`src/rtl/register_bank.sv`:
```
// General-purpose register file: one synchronous write port, two combinational read ports.
// Register 0 has no storage and always reads zero.
module register_bank #(
    parameter int ADDRESS_SIZE  = 5,
    parameter int REGISTER_SIZE = 32
) (
    input  logic                     clk,
    input  logic                     reset,
    input  logic                     write,
    input  logic [ADDRESS_SIZE-1:0]  addr_in,
    input  logic [REGISTER_SIZE-1:0] data_in,
    input  logic [ADDRESS_SIZE-1:0]  addr_out1,
    input  logic [ADDRESS_SIZE-1:0]  addr_out2,
    output logic [REGISTER_SIZE-1:0] data_out1,
    output logic [REGISTER_SIZE-1:0] data_out2
);

    localparam int DEPTH = 2 ** ADDRESS_SIZE;

    generate
        if (ADDRESS_SIZE < 1) begin : g_bad_address_size
            $error("register_bank: ADDRESS_SIZE must be >= 1");
        end
        if (REGISTER_SIZE < 1) begin : g_bad_register_size
            $error("register_bank: REGISTER_SIZE must be >= 1");
        end
    endgenerate

    logic [REGISTER_SIZE-1:0] r_regs [1:DEPTH-1];
    logic                     w_wr_en;

    assign w_wr_en = write && (addr_in != '0);

    // Reset takes priority over any write presented in the same cycle.
    always_ff @(posedge clk) begin
        if (!reset) begin
            for (int i = 1; i < DEPTH; i++) begin
                r_regs[i] <= '0;
            end
        end else if (w_wr_en) begin
            r_regs[addr_in] <= data_in;
        end
    end

    // No write-to-read bypass: a same-cycle write shows up only after the edge.
    assign data_out1 = (addr_out1 == '0) ? '0 : r_regs[addr_out1];
    assign data_out2 = (addr_out2 == '0) ? '0 : r_regs[addr_out2];

endmodule

```
`config.mk`:
```
export PLATFORM = sky130hd
export DESIGN_NAME = register_bank
export DESIGN_NICKNAME = d
export VERILOG_FILES = /design/src/rtl/register_bank.sv
export SDC_FILE = /design/constraint.sdc
export NUM_CORES = 2
export LEC_CHECK = 0
export ABC_AREA = 1
export CAP_MARGIN = 30
export CORE_ASPECT_RATIO = 1.4
export CORE_MARGIN = 2
export CORE_UTILIZATION = 50
export CTS_CLUSTER_DIAMETER = 40
export DETAILED_ROUTE_END_ITERATION = 7
export GPL_TIMING_DRIVEN = 1
export PLACE_DENSITY = 0.67
export SKIP_LAST_GASP = 1
export SLEW_MARGIN = 10
export SYNTH_ARGS = -nofsm -noshare
export SYNTH_HDL_FRONTEND = slang
export SYNTH_SLANG_ARGS = --single-unit
```
`constraint.sdc`:
```
create_clock -name clk -period 5.33 [get_ports clk]
set_input_delay 1.3325 -clock clk [delete_from_list [all_inputs] [get_ports clk]]
set_output_delay 1.3325 -clock clk [all_outputs]
set_load 0.05 [all_outputs]
```
==> impl_results.html <==
<table>
<tr><th>Metric</th><th>Value</th></tr>
<tr><th colspan="2">Status</th></tr>
<tr><td>Outcome</td><td>finished, final reports clean</td></tr>
<tr><th colspan="2">Finish</th></tr>
<tr><td>Share of final-layout standard cells stronger than drive strength 1</td><td>0.0783</td></tr>
<tr><td>Largest register by flop count</td><td>r_regs</td></tr>
<tr><td>Leading cell type in the layout, fill and taps excluded</td><td>sky130_fd_sc_hd__nand2_1</td></tr>
<tr><td>Highest-count cells in the layout ignoring fill and taps</td><td>sky130_fd_sc_hd__nand2_1, sky130_fd_sc_hd__nor2_1, sky130_fd_sc_hd__edfxtp_1</td></tr>
<tr><td>Growth of design area from synthesis to finish</td><td>14.9%</td></tr>
<tr><td>Largest register FFs</td><td>1024</td></tr>
<tr><td>Number of nets in the finished design</td><td>7187</td></tr>
<tr><td>Top Registers</td><td>r_regs x1024</td></tr>
<tr><th colspan="2">STA</th></tr>
<tr><td>Final number of max-transition violations</td><td>0</td></tr>
<tr><td>Total negative setup slack</td><td>0 ns</td></tr>
<tr><td>Worst hold slack across all endpoints</td><td>1.18 ns</td></tr>
<tr><td>Final setup violation count</td><td>0</td></tr>
<tr><td>RSZ-0062 raised after global routing</td><td>false</td></tr>
<tr><td>Worst slew slack as a fraction of its limit</td><td>0.263</td></tr>
<tr><td>Minimum clock period</td><td>5.14 ns</td></tr>
<tr><td>Peak clock frequency supported by timing</td><td>0.195 GHz</td></tr>
<tr><td>Final hold viol count</td><td>0</td></tr>
<tr><td>Worst slew pin tran</td><td>1.10 ns</td></tr>
<tr><td>Setup slack after layout</td><td>0.189 ns</td></tr>
<tr><td>Ratio of final minimum period to clock period</td><td>0.965</td></tr>
<tr><th colspan="2">Floorplan</th></tr>
<tr><td>Die Outline Area</td><td>116000 µm²</td></tr>
<tr><td>Width of the die</td><td>288 µm</td></tr>
<tr><td>Initial standard-cell utilization of the core</td><td>0.502</td></tr>
<tr><td>Standard-cell rows</td><td>146</td></tr>
<tr><td>Top-Level Pins</td><td>114</td></tr>
<tr><td>Die Ht</td><td>402 µm</td></tr>
<tr><td>Core region area</td><td>113000 µm²</td></tr>
<tr><th colspan="2">Synth</th></tr>
<tr><td>Post-Synthesis Mean Instance Area</td><td>7.80 µm²</td></tr>
<tr><td>Post-synthesis register bit count</td><td>1024</td></tr>
<tr><td>Area share of the largest cell type after synthesis</td><td>0.544</td></tr>
<tr><td>Sequential element share of the synthesized area</td><td>0.544</td></tr>
<tr><td>Count of mapped cells out of synthesis</td><td>7253</td></tr>
<tr><td>Cell taking the most area after synthesis</td><td>sky130_fd_sc_hd__edfxtp_1</td></tr>
<tr><td>Yosys synthesis warning count</td><td>0</td></tr>
<tr><td>Largest cells by area after synthesis</td><td>sky130_fd_sc_hd__edfxtp_1, sky130_fd_sc_hd__nand2_1, sky130_fd_sc_hd__nor2_1</td></tr>
<tr><td>Mapped Area</td><td>56600 µm²</td></tr>
<tr><td>Post-synthesis cell type count</td><td>19</td></tr>
<tr><th colspan="2">Clock tree</th></tr>
<tr><td>Buffer cell driving the clock tree root</td><td>sky130_fd_sc_hd__clkbuf_16</td></tr>
<tr><td>H-tree depth</td><td>3</td></tr>
<tr><td>Deepest clock path buffer count</td><td>3</td></tr>
<tr><td>Post-CTS repair timing setup buffer count</td><td>0</td></tr>
<tr><td># resized after CTS</td><td>0</td></tr>
<tr><td>CTS clock-pin slew for the worst setup and hold paths</td><td>0.06 ns</td></tr>
<tr><td>Hold-fix buffers at CTS</td><td>0</td></tr>
<tr><td>Number of CTS-inserted buffers</td><td>120</td></tr>
<tr><td>CTS tree</td><td>yes</td></tr>
<tr><td>CTS Sinks</td><td>1024</td></tr>
<tr><th colspan="2">GRT</th></tr>
<tr><td>Met2 capacity usage during global routing</td><td>0.572</td></tr>
<tr><td>Largest net degree at the start of global routing</td><td>118</td></tr>
<tr><td>Global-route wire length before repair</td><td>317 mm</td></tr>
<tr><td>GR Layer Usage met3</td><td>0.0800</td></tr>
<tr><td>GRT busiest layer</td><td>met2</td></tr>
<tr><td>Number of antenna violations at the first check in global routing</td><td>5</td></tr>
<tr><td>Sum of overflow across all layers after global routing</td><td>0</td></tr>
<tr><td>Grt met1 use</td><td>0.461</td></tr>
<tr><td>Via count of the first global-routing pass</td><td>51300</td></tr>
<tr><td>Global router's overall resource usage</td><td>0.366</td></tr>
<tr><th colspan="2">Min path</th></tr>
<tr><td>Capture endpoint of the worst hold path</td><td>r_regs[0][12]</td></tr>
<tr><td>Classification of the worst-slack hold path</td><td>primary input to register</td></tr>
<tr><td>Hold wc startpoint</td><td>data_in[12]</td></tr>
<tr><td>Worst hold stages</td><td>1</td></tr>
<tr><th colspan="2">Route</th></tr>
<tr><td>Number of remaining DRC errors</td><td>0</td></tr>
<tr><td>Via density per instance</td><td>6.19</td></tr>
<tr><td>Total length of routed wires</td><td>216 mm</td></tr>
<tr><td>Routed wirelength normalized by instance count</td><td>24.8 µm</td></tr>
<tr><td>Number of iterations in the first detailed-routing pass</td><td>6</td></tr>
<tr><td>Total number of vias</td><td>54000</td></tr>
<tr><td>Antenna viol nets, final</td><td>0</td></tr>
<tr><td>1st-iter DRT viols</td><td>8947</td></tr>
<tr><th colspan="2">Worst setup path</th></tr>
<tr><td>Worst setup SP type</td><td>primary input</td></tr>
<tr><td>Arrival @ worst endpoint</td><td>3.81 ns</td></tr>
<tr><td>Kind of end point of the critical path</td><td>output port</td></tr>
<tr><td>Data required time of the critical path</td><td>4.00 ns</td></tr>
<tr><td>Largest fanout on the critical path</td><td>25</td></tr>
<tr><td>Crit Path Category</td><td>primary input to output port</td></tr>
<tr><th colspan="2">Place</th></tr>
<tr><td>Placer Congestion</td><td>0.914</td></tr>
<tr><td>Post-placement worst setup slack</td><td>0.408 ns</td></tr>
<tr><td>Quantity of I/O buffers inserted on ports</td><td>113</td></tr>
<tr><td>Half-perimeter wire length after detailed placement</td><td>127 mm</td></tr>
<tr><th colspan="2">Pwr</th></tr>
<tr><td>Total leakage power</td><td>0.0269 µW</td></tr>
<tr><td>Maximum VDD drop</td><td>267 µV</td></tr>
<tr><td>Ratio of total power to cell area</td><td>327 nW/µm²</td></tr>
<tr><th colspan="2">Job</th></tr>
<tr><td>Max Cap Viol</td><td>0</td></tr>
</table>
[stage by stage]
stage | area [µm²] | instances | utilization | total power (µW)
2_1_floorplan | 56700 | 7284 | - | 11500
3_3_place_gp | 60300 | 8470 | 0.535 | 12800
3_5_place_dp | 61000 | 8495 | 0.541 | 12900
4_1_cts | 65000 | 8718 | 0.577 | 21200
5_1_grt | 65000 | 8718 | 0.577 | 21800
6_report | 65000 | 8719 | 0.577 | 21300
[power breakdown]
| part | internal [µW] | total (µW) | switching [µW] |
|---|---|---|---|
| combinational | 1030 | 3300 | 2260 |
| sequential | 9310 | 9540 | 238 |
| clock | 4850 | 8450 | 3600 |
| total | 15200 | 21300 | 6100 |
[synth_stat cells (all sizes together)]
master  count
conb        1
clkinv      3
nand3     984
buf       332
nor2     1790
clkbuf    295
nand2    2084
inv       152
nand4       1
o211ai     23
a21oi     121
edfxtp   1024
nor3        8
o21ai     435
[how the worst max path moves through the flow]
stage                      start  slack [ns]            end  cells past startpoint
detailed placement  addr_out2[3]        0.41  data_out2[16]                     10
CTS                 addr_out2[3]        0.40  data_out2[16]                     10
global placement    addr_out2[3]        0.44  data_out2[16]                     10
global route        addr_out2[3]        0.24  data_out2[16]                     10
floorplan           addr_out1[2]        0.93  data_out1[21]                     10
finish              addr_out2[3]        0.19  data_out2[16]                     10
[layer usage]
layer / vias up / part of all wire
met5: - / 0.000060
met4: 2 / 0.068
met3: 930 / 0.13
met2: 4166 / 0.45
met1: 25300 / 0.34
li1: 23600 / -
[cells by family after synthesis]
| family | share of synthesized area |
|---|---|
| DFF | 0.544 |
| other | 0.0000663 |
| AOI/OAI and AO/OA | 0.0523 |
| and+or+nand+nor | 0.345 |
| buffers and inverters | 0.0589 |
[final cells by class]
| type | instances | area, µm² |
|---|---|---|
| repair buffers | 358 | 5030 |
| multi-input cells | 5478 | 22700 |
| well taps | 1480 | 1850 |
| flip-flops and latches | 1024 | 30700 |
| fillers | 9706 | 47700 |
| clock buffers | 137 | 3130 |
| inverters | 155 | 618 |
| clock inverters | 86 | 907 |
| diodes | 1 | 2.50 |
[critical path, cell delays in order]
cell and delay [ns]:
sky130_fd_sc_hd__buf_4 0.45, sky130_fd_sc_hd__nor2_4 0.08, sky130_fd_sc_hd__inv_1 0.82, sky130_fd_sc_hd__buf_4 0.34, sky130_fd_sc_hd__a21oi_1 0.10, sky130_fd_sc_hd__nor2_1 0.11
sky130_fd_sc_hd__nand2_1 0.16, sky130_fd_sc_hd__nand2_1 0.12, sky130_fd_sc_hd__nor2_1 0.09, sky130_fd_sc_hd__buf_12 0.16
Note: power is estimated with default switching activity, not from simulation.
